`src/rtl/rf_writeback.sv`:
```
// rf_writeback: write-back stage for the register file's single write port.
// Results from the load unit and the ALU are accepted over valid/ready,
// queued in an in-order FIFO and retired one register write per cycle.
// Handshake: a transfer happens at a posedge where valid && ready are both
// high; ready never depends on the same cycle's pop, and load has priority.
// Pending destination registers are exposed for RAW hazard stalls in decode.
module rf_writeback #(
    parameter int DEPTH = 4,
    parameter int AW    = 5,
    parameter int DW    = 32
) (
    input  logic                         clk,
    input  logic                         rst,
    input  logic                         alu_valid,
    output logic                         alu_ready,
    input  logic [AW-1:0]                alu_rd,
    input  logic [DW-1:0]                alu_data,
    input  logic                         mem_valid,
    output logic                         mem_ready,
    input  logic [AW-1:0]                mem_rd,
    input  logic [DW-1:0]                mem_data,
    output logic                         RegWrite,
    output logic [AW-1:0]                rc,
    output logic [DW-1:0]                dc,
    input  logic [AW-1:0]                qa,
    input  logic [AW-1:0]                qb,
    output logic                         busy_a,
    output logic                         busy_b,
    output logic                         full,
    output logic                         empty,
    output logic [$clog2(DEPTH+1)-1:0]   count
);

    localparam int PW = $clog2(DEPTH);
    localparam int CW = $clog2(DEPTH+1);

    logic [AW-1:0] rd_mem_q   [DEPTH];
    logic [DW-1:0] data_mem_q [DEPTH];

    logic [PW-1:0] wr_ptr_q, wr_ptr_d;
    logic [PW-1:0] rd_ptr_q, rd_ptr_d;
    logic [CW-1:0] count_q, count_d;
    logic          regwrite_q;
    logic [AW-1:0] rc_q;
    logic [DW-1:0] dc_q;

    logic          accept;
    logic          push;
    logic          pop;
    logic [AW-1:0] push_rd;
    logic [DW-1:0] push_data;
    logic [DEPTH-1:0] occupied;
    logic          hit_a;
    logic          hit_b;

    assign full      = (count_q == CW'(DEPTH));
    assign empty     = (count_q == '0);
    assign count     = count_q;
    assign mem_ready = !full;
    assign alu_ready = !full && !mem_valid;

    assign RegWrite  = regwrite_q;
    assign rc        = rc_q;
    assign dc        = dc_q;

    // Select the accepted result; load wins whenever it is offered.
    always_comb begin
        accept    = 1'b0;
        push_rd   = alu_rd;
        push_data = alu_data;
        if (mem_valid && mem_ready) begin
            accept    = 1'b1;
            push_rd   = mem_rd;
            push_data = mem_data;
        end else if (alu_valid && alu_ready) begin
            accept    = 1'b1;
        end
    end

    // Writes to $0 are consumed without occupying a slot.
    assign push = accept && (push_rd != '0);
    assign pop  = !empty;

    // Next-state pointers and occupancy.
    always_comb begin
        wr_ptr_d = push ? wr_ptr_q + PW'(1) : wr_ptr_q;
        rd_ptr_d = pop  ? rd_ptr_q + PW'(1) : rd_ptr_q;
        count_d  = count_q;
        if (push && !pop) begin
            count_d = count_q + CW'(1);
        end else if (!push && pop) begin
            count_d = count_q - CW'(1);
        end
    end

    // Mark entries between the read pointer and read pointer + count as live.
    always_comb begin
        logic [PW-1:0] offset;
        offset   = '0;
        occupied = '0;
        for (int i = 0; i < DEPTH; i++) begin
            offset      = PW'(i) - rd_ptr_q;
            occupied[i] = (CW'(offset) < count_q);
        end
    end

    // Match read addresses against live entries and the write in flight.
    always_comb begin
        hit_a = regwrite_q && (rc_q == qa);
        hit_b = regwrite_q && (rc_q == qb);
        for (int i = 0; i < DEPTH; i++) begin
            if (occupied[i] && (rd_mem_q[i] == qa)) hit_a = 1'b1;
            if (occupied[i] && (rd_mem_q[i] == qb)) hit_b = 1'b1;
        end
    end

    assign busy_a = (qa != '0) && hit_a;
    assign busy_b = (qb != '0) && hit_b;

    // FIFO storage; contents are only meaningful while occupied.
    always_ff @(posedge clk) begin
        if (push) begin
            rd_mem_q[wr_ptr_q]   <= push_rd;
            data_mem_q[wr_ptr_q] <= push_data;
        end
    end

    // Pointers, occupancy and the registered write port.
    always_ff @(posedge clk or posedge rst) begin
        if (rst) begin
            wr_ptr_q   <= '0;
            rd_ptr_q   <= '0;
            count_q    <= '0;
            regwrite_q <= 1'b0;
            rc_q       <= '0;
            dc_q       <= '0;
        end else begin
            wr_ptr_q   <= wr_ptr_d;
            rd_ptr_q   <= rd_ptr_d;
            count_q    <= count_d;
            regwrite_q <= pop;
            if (pop) begin
                rc_q <= rd_mem_q[rd_ptr_q];
                dc_q <= data_mem_q[rd_ptr_q];
            end
        end
    end

endmodule
```
`config.mk`:
```
export PLATFORM = sky130hd
export DESIGN_NAME = rf_writeback
export DESIGN_NICKNAME = d
export VERILOG_FILES = /design/src/rtl/rf_writeback.sv
export SDC_FILE = /design/constraint.sdc
export NUM_CORES = 1
export LEC_CHECK = 0
export ABC_CLOCK_PERIOD_IN_PS = 4800
export CELL_PAD_IN_SITES_DETAIL_PLACEMENT = 0
export CELL_PAD_IN_SITES_GLOBAL_PLACEMENT = 1
export CORE_ASPECT_RATIO = 2
export CORE_UTILIZATION = 48
export DETAILED_ROUTE_END_ITERATION = 10
export HOLD_SLACK_MARGIN = 0.15
export PLACE_DENSITY_LB_ADDON = 0.08
export RECOVER_POWER = 50
export SETUP_SLACK_MARGIN = 0.2
export SLEW_MARGIN = 20
export SYNTH_ARGS = -nofsm -noshare
export SYNTH_HDL_FRONTEND = slang
export SYNTH_SLANG_ARGS = --single-unit
```
`constraint.sdc`:
```
create_clock -name clk -period 4.8 [get_ports clk]
set_input_delay 0.96 -clock clk [delete_from_list [all_inputs] [get_ports clk]]
set_output_delay 0.96 -clock clk [all_outputs]
set_load 0.05 [all_outputs]
```
==> results.toml, run 1 <==
[logic_synthesis]
synth_common_cells = "edfxtp_1, nand2_1, dfrtp_1"
synth_area_leaders = "edfxtp_1, dfrtp_1, mux4_2"
mappedNetlistArea_um2 = 8490
synthCells = 545
ys_seq_area_share_pct = 65.6
synth.avg_cell_area_um2 = 15.6
synth_edf_count = 148
ys_seq_elements = 193
synthArstFlopShare_pct = 23.3
synth.distinct_cells = 35
synth_top_area_share_pct = 52.3
syn-num-nets = 643
synth.most_common_cell = "edfxtp_1"
ys.flop_type = "edfxtp_1"
yosys_warnings = 0
yosys.area.top_type = "edfxtp_1"

[floorplanning]
initial_core_util_pct = 49.2
fp.dieW_um = 96.0
core_area_um2 = 17300
io_pins = 135
die_area_um2 = 18300
rows = 68
die_h_um = 190

[sta]
setup_violations = 0
worst_slew_pin_slew_ns = 2.88
finClkSkew_ns = 0.00844
rsz0062_at_grt = "no"
final_max_slew_viol_count = 165
final_hold_viol_count = 0
maxSlewHeadroom_pct = -91.7
setup_slack_ns = 0.549
fmax_mhz = 235
fin_crit_ns = 4.25
fin_crit_sh_pct = 88.6
tns_ns = 0

[power_and_ir_drop]
pwr-share-clk_pct = 18.8
combPwrFrac_pct = 41.5
switchingPower_w = 0.00282
p_leak_nw = 3.90
ir_worst_vdd_v = 0.000421
power_frac_seq_pct = 39.7
intPower_w = 0.00437
pwr_density_cell_nw_per_um2 = 685
swShare_pct = 39.3

[layout]
drive_gt1_share_pct = 14.5
nFillCells = 1353
fin_area_um2 = 10500
n_antenna_cell = 0
syn_to_final_growth_pct = 23.6
fin_nets = 774
final_cells = 899

[clocking]
cts_resized = 0
cts_root_buf = "clkbuf_16"
h-tree-depth = 4
cts_buffer_depth = 2
cts.sinks = 193
cts.reportedPaths.clkPinSlew_ns = 0.07
cts_tree = "built"
cts-hold-fix-buffers = 0
cts_buffers = 17
post-cts-setup-buffers = 0
clkLatencyLatePin_ns = 0.42

[worst_setup_path]
arrival_ns = 3.29
reg2reg_depth = 9
cp.required_ns = 3.84
crit_type = "in2out"
cp-end-kind = "output pin"
critPathLaunchType = "input pin"
crit_fanout = 6

[global_routing]
grt_pass1_wl_um = 29300
antenna_found_initial = 0
grt_max_degree = 46
grt_pass1_vias = 5302
grt_overflow = 0
gr-usage-all-layers_pct = 22.8

[placement]
placed_area_um2 = 9970
portBuffers = 134
place_hpwl_um = 13200
place_congestion = 0.882
place_ws_ns = 0.545
dp.cells = 867

[status]
status = "finished with violations"
violations = "max-capacitance violations, max-slew violations"

[route]
drt-total-wl_um = 19000
vias = 4838
via_per_inst = 5.38
wl_per_cell_um = 21.1
drt_iter0_markers = 146
ant_nets = 0
drt_first_pass_iters = 4
drc = 0

[run]
max_cap_viol_count = 4

[hold_path]
hp-class = "reg2reg"
min_path_cells = 2
through the flow:
step                      power, W  hold WS, ns  util [%]
after detailed placement   0.00599        0.455      57.7
after global placement     0.00594        0.449      57.7
final                      0.00719        0.460      60.8
after CTS                  0.00736        0.470      61.0
after global routing       0.00759        0.486      60.8
after floorplan            0.00497        0.535         -
kinds of logic after synthesis:
logic type	Yosys count	synth area share [%]
and+or+nand+nor	152	7.46
xor gates and xnor gates	57	5.88
AOI/OAI and AO/OA	15	1.43
buffers and inverters	43	3.08
muxes	75	15.0
DFF	193	65.6
adders and majority gates	10	1.56
layout make-up:
type	count	area [um^2]	area share, %
clock buffer	18	429	4.09
clock inverter	14	144	1.37
inverter	10	38.8	0.369
multi-input combinational	309	2640	25.1
sequential	193	5570	53.1
tap	210	263	2.50
timing repair buffer	145	1410	13.5
sequential cells by signal, indices dropped and copies added, names as in the netlist:
| name | count |
|---|---|
| RegWrite | 1 |
| count | 3 |
| data_mem_q | 128 |
| dc | 32 |
| rc | 5 |
| rd_mem_q | 20 |
| rd_ptr_q | 2 |
| wr_ptr_q | 2 |
critical path, stage by stage:
cell,delay (ns)
clkdlybuf4s50_1,0.60
xor2_1,0.23
nor4_1,0.30
nand3_1,0.11
nand4_1,0.10
o22a_1,0.17
clkdlybuf4s50_1,0.81
placed cells by master, fill, tap and decap left out, types with 4 or more instances in the layout:
cell / n
inv_6: 6
nand4_1: 4
nand2_1: 115
inv_1: 7
a21oi_1: 4
buf_4: 8
dfrtp_1: 43
mux2_1: 21
nor3_1: 7
mux2_2: 16
nor2_1: 8
clkinv_4: 4
nand3_1: 4
o211ai_1: 4
ha_1: 9
clkdlybuf4s50_1: 99
nor4_1: 5
edfxtp_1: 148
xor2_1: 42
dlygate4sd3_1: 35
mux4_2: 37
clkbuf_16: 17
xnor2_1: 15
clkbuf_1: 4
path summary, 6_finish.rpt:
| path | from | to | slack, ns |
|---|---|---|---|
| worst max-delay path | qb[2] | busy_b | 0.55 |
| worst min-delay path | dc[10]$_DFFE_PP0N_ | dc[10]$_DFFE_PP0N_ | 0.46 |
| worst max register to register | count[2]$_DFFE_PP0P_ | count[2]$_DFFE_PP0P_ | 0.62 |
| worst min register to register | dc[10]$_DFFE_PP0N_ | dc[10]$_DFFE_PP0N_ | 0.46 |
| max in group asynchronous | rst | rd_ptr_q[0]$_DFFE_PP0N_ | 0.87 |
| min in group asynchronous | rst | rc[1]$_DFFE_PP0N_ | 2.07 |
routing by layer:
metal,routed length (um),track usage (%),vias to the layer above
met4,557,10.1,0
met3,633,3.28,29
met5,0,0,-
li1,-,-,2242
met2,11100,42.8,136
met1,6710,24.1,2431
power groups by stage:
stage               logic [W]  clock network [W]  registers [W]
floorplan             0.00162                  0        0.00336
global placement      0.00306                  0        0.00288
detailed placement    0.00309                  0        0.00290
CTS                   0.00310            0.00139        0.00287
global route          0.00322            0.00145        0.00292
finish                0.00298            0.00135        0.00286
Note: power is estimated with default switching activity, not from simulation.
==> run 2, diff against run 1 <==
CORE_UTILIZATION = 57   (was 48)
DONT_BUFFER_PORTS = 1   (was unset)
==> run 2 against run 1 <==
The flow still finishes with violations (max-capacitance violations, max-slew violations). Core utilization is 2.3 points higher. Cell count is 18% lower. Non-clock buffer count is 142 lower. Clock power hardly changed. Power is 6.9% lower. First-iteration DRC count is 32% higher. Hold slack better by 0.12 ns. Clock skew is 0.00079 ns higher. Register-to-register slack better by 0.12 ns. Wire length is 13% lower. Sequential power is 21% higher. Critical path type is now reg2out.
==> results.toml, run 2 (same netlist as run 1, synthesis figures left out) <==
[placement]
place_congestion = 0.920
portBuffers = 0
place_ws_ns = 1.38
dp.cells = 707
placed_area_um2 = 8540
place_hpwl_um = 10600

[global_routing]
grt_pass1_wl_um = 25200
antenna_found_initial = 0
grt_pass1_vias = 4656
gr-usage-all-layers_pct = 23.3
grt_overflow = 0
grt_max_degree = 46

[clocking]
post-cts-setup-buffers = 0
cts_buffers = 17
h-tree-depth = 4
cts-hold-fix-buffers = 0
cts.reportedPaths.clkPinSlew_ns = 0.07
cts_root_buf = "clkbuf_16"
cts_resized = 0
cts_buffer_depth = 2
cts_tree = "built"
clkLatencyLatePin_ns = 0.43
cts.sinks = 193

[layout]
regMostFlops = "data_mem_q"
n_antenna_cell = 0
final_cells = 739
syn_to_final_growth_pct = 7.21
fin_nets = 632
final_cell_mix = "edfxtp_1, nand2_1, dfrtp_1"
mostFrequentLayoutCell = "edfxtp_1"
largest_reg_flops = 128
drive_gt1_share_pct = 15.7
nFillCells = 1113
fin_area_um2 = 9100

[power_and_ir_drop]
p_leak_nw = 3.34
ir_worst_vdd_v = 0.000358
pwr_density_cell_nw_per_um2 = 736

[floorplanning]
initial_core_util_pct = 58.8
die_area_um2 = 15400
io_pins = 135
rows = 62
die_h_um = 175
fp.dieW_um = 88.3
core_area_um2 = 14400

[route]
wl_met3_um = 852
wl_met2_um = 9300
wl_per_cell_um = 22.4
met1Wirelength_um = 5670
via_per_inst = 5.86
ant_nets = 0
drt_iter0_markers = 192
vias = 4330
drt-total-wl_um = 16600
drt_first_pass_iters = 4
drc = 0
routed.top_layer = "met4"

[sta]
fin_crit_ns = 4.12
setup_slack_ns = 0.679
fin_crit_sh_pct = 85.9
finClkSkew_ns = 0.00922
maxSlewHeadroom_pct = -51.3
final_hold_viol_count = 0
tns_ns = 0
final_max_slew_viol_count = 126
fmax_mhz = 243
worst_slew_pin_slew_ns = 2.26
setup_violations = 0
rsz0062_at_grt = "no"

[worst_setup_path]
cp-end-kind = "output pin"
reg2reg_slack_ns = 0.74
crit_fanout = 40
r2r_end = "count[1]$_DFFE_PP0P_"
reg2reg_depth = 6
r2r_start = "count[2]$_DFFE_PP0P_"
crit_type = "reg2out"
arrival_ns = 3.16
critPathLaunchType = "flop"
cp.required_ns = 3.84

[status]
violations = "max-capacitance violations, max-slew violations"
status = "finished with violations"

[run]
max_cap_viol_count = 3

[hold_path]
hold_end = "wr_ptr_q[1]$_DFFE_PP0P_"
min_path_cells = 1
hp-class = "reg2reg"
min_from = "wr_ptr_q[1]$_DFFE_PP0P_"
## run 2: report_power, final
part           leakage [nW]  internal [W]  switching (W)
clock                 0.289      0.000704       0.000675
combinational          1.16      0.000777        0.00109
sequential             1.89       0.00249       0.000964
## run 2: metrics by stage
stage / utilization, % / hold WS, ns / total power (W)
6_report: 63.1 / 0.585 / 0.00670
5_1_grt: 63.1 / 0.595 / 0.00709
4_1_cts: 63.3 / 0.586 / 0.00681
3_5_place_dp: 59.2 / 0.565 / 0.00544
3_3_place_gp: 59.2 / 0.546 / 0.00536
2_1_floorplan: - / 0.535 / 0.00497
## run 2: worst max path at each step
stage / startpoint / end / depth (start not counted)
finish: count[2]$_DFFE_PP0P_ / empty / 2
global route: count[2]$_DFFE_PP0P_ / empty / 2
CTS: count[1]$_DFFE_PP0P_ / busy_b / 7
detailed placement: count[1]$_DFFE_PP0P_ / busy_b / 7
global placement: count[1]$_DFFE_PP0P_ / busy_b / 7
floorplan: count[1]$_DFFE_PP0P_ / busy_b / 7
## run 2: area by class of cell
cell class                      instances  area (um^2)  area share (%)
Tap cell                              192          240            2.64
Multi-Input combinational cell        309         2640            29.0
Sequential cell                       193         5570            61.2
Timing Repair Buffer                    3         22.5           0.247
Inverter                               10         40.0           0.440
Clock inverter                         14          161            1.77
Clock buffer                           18          429            4.71
## run 2: critical path, cell delays in order (launching register included)
cell and delay, ns:
dfrtp_1 0.82, or3_1 1.30, clkinv_2 0.61
## run 2: layer usage
| metal | track usage, % | up-vias |
|---|---|---|
| met5 | 0 | - |
| met4 | 12.6 | 0 |
| met2 | 42.1 | 131 |
| li1 | - | 1951 |
| met1 | 23.9 | 2206 |
| met3 | 5.24 | 42 |
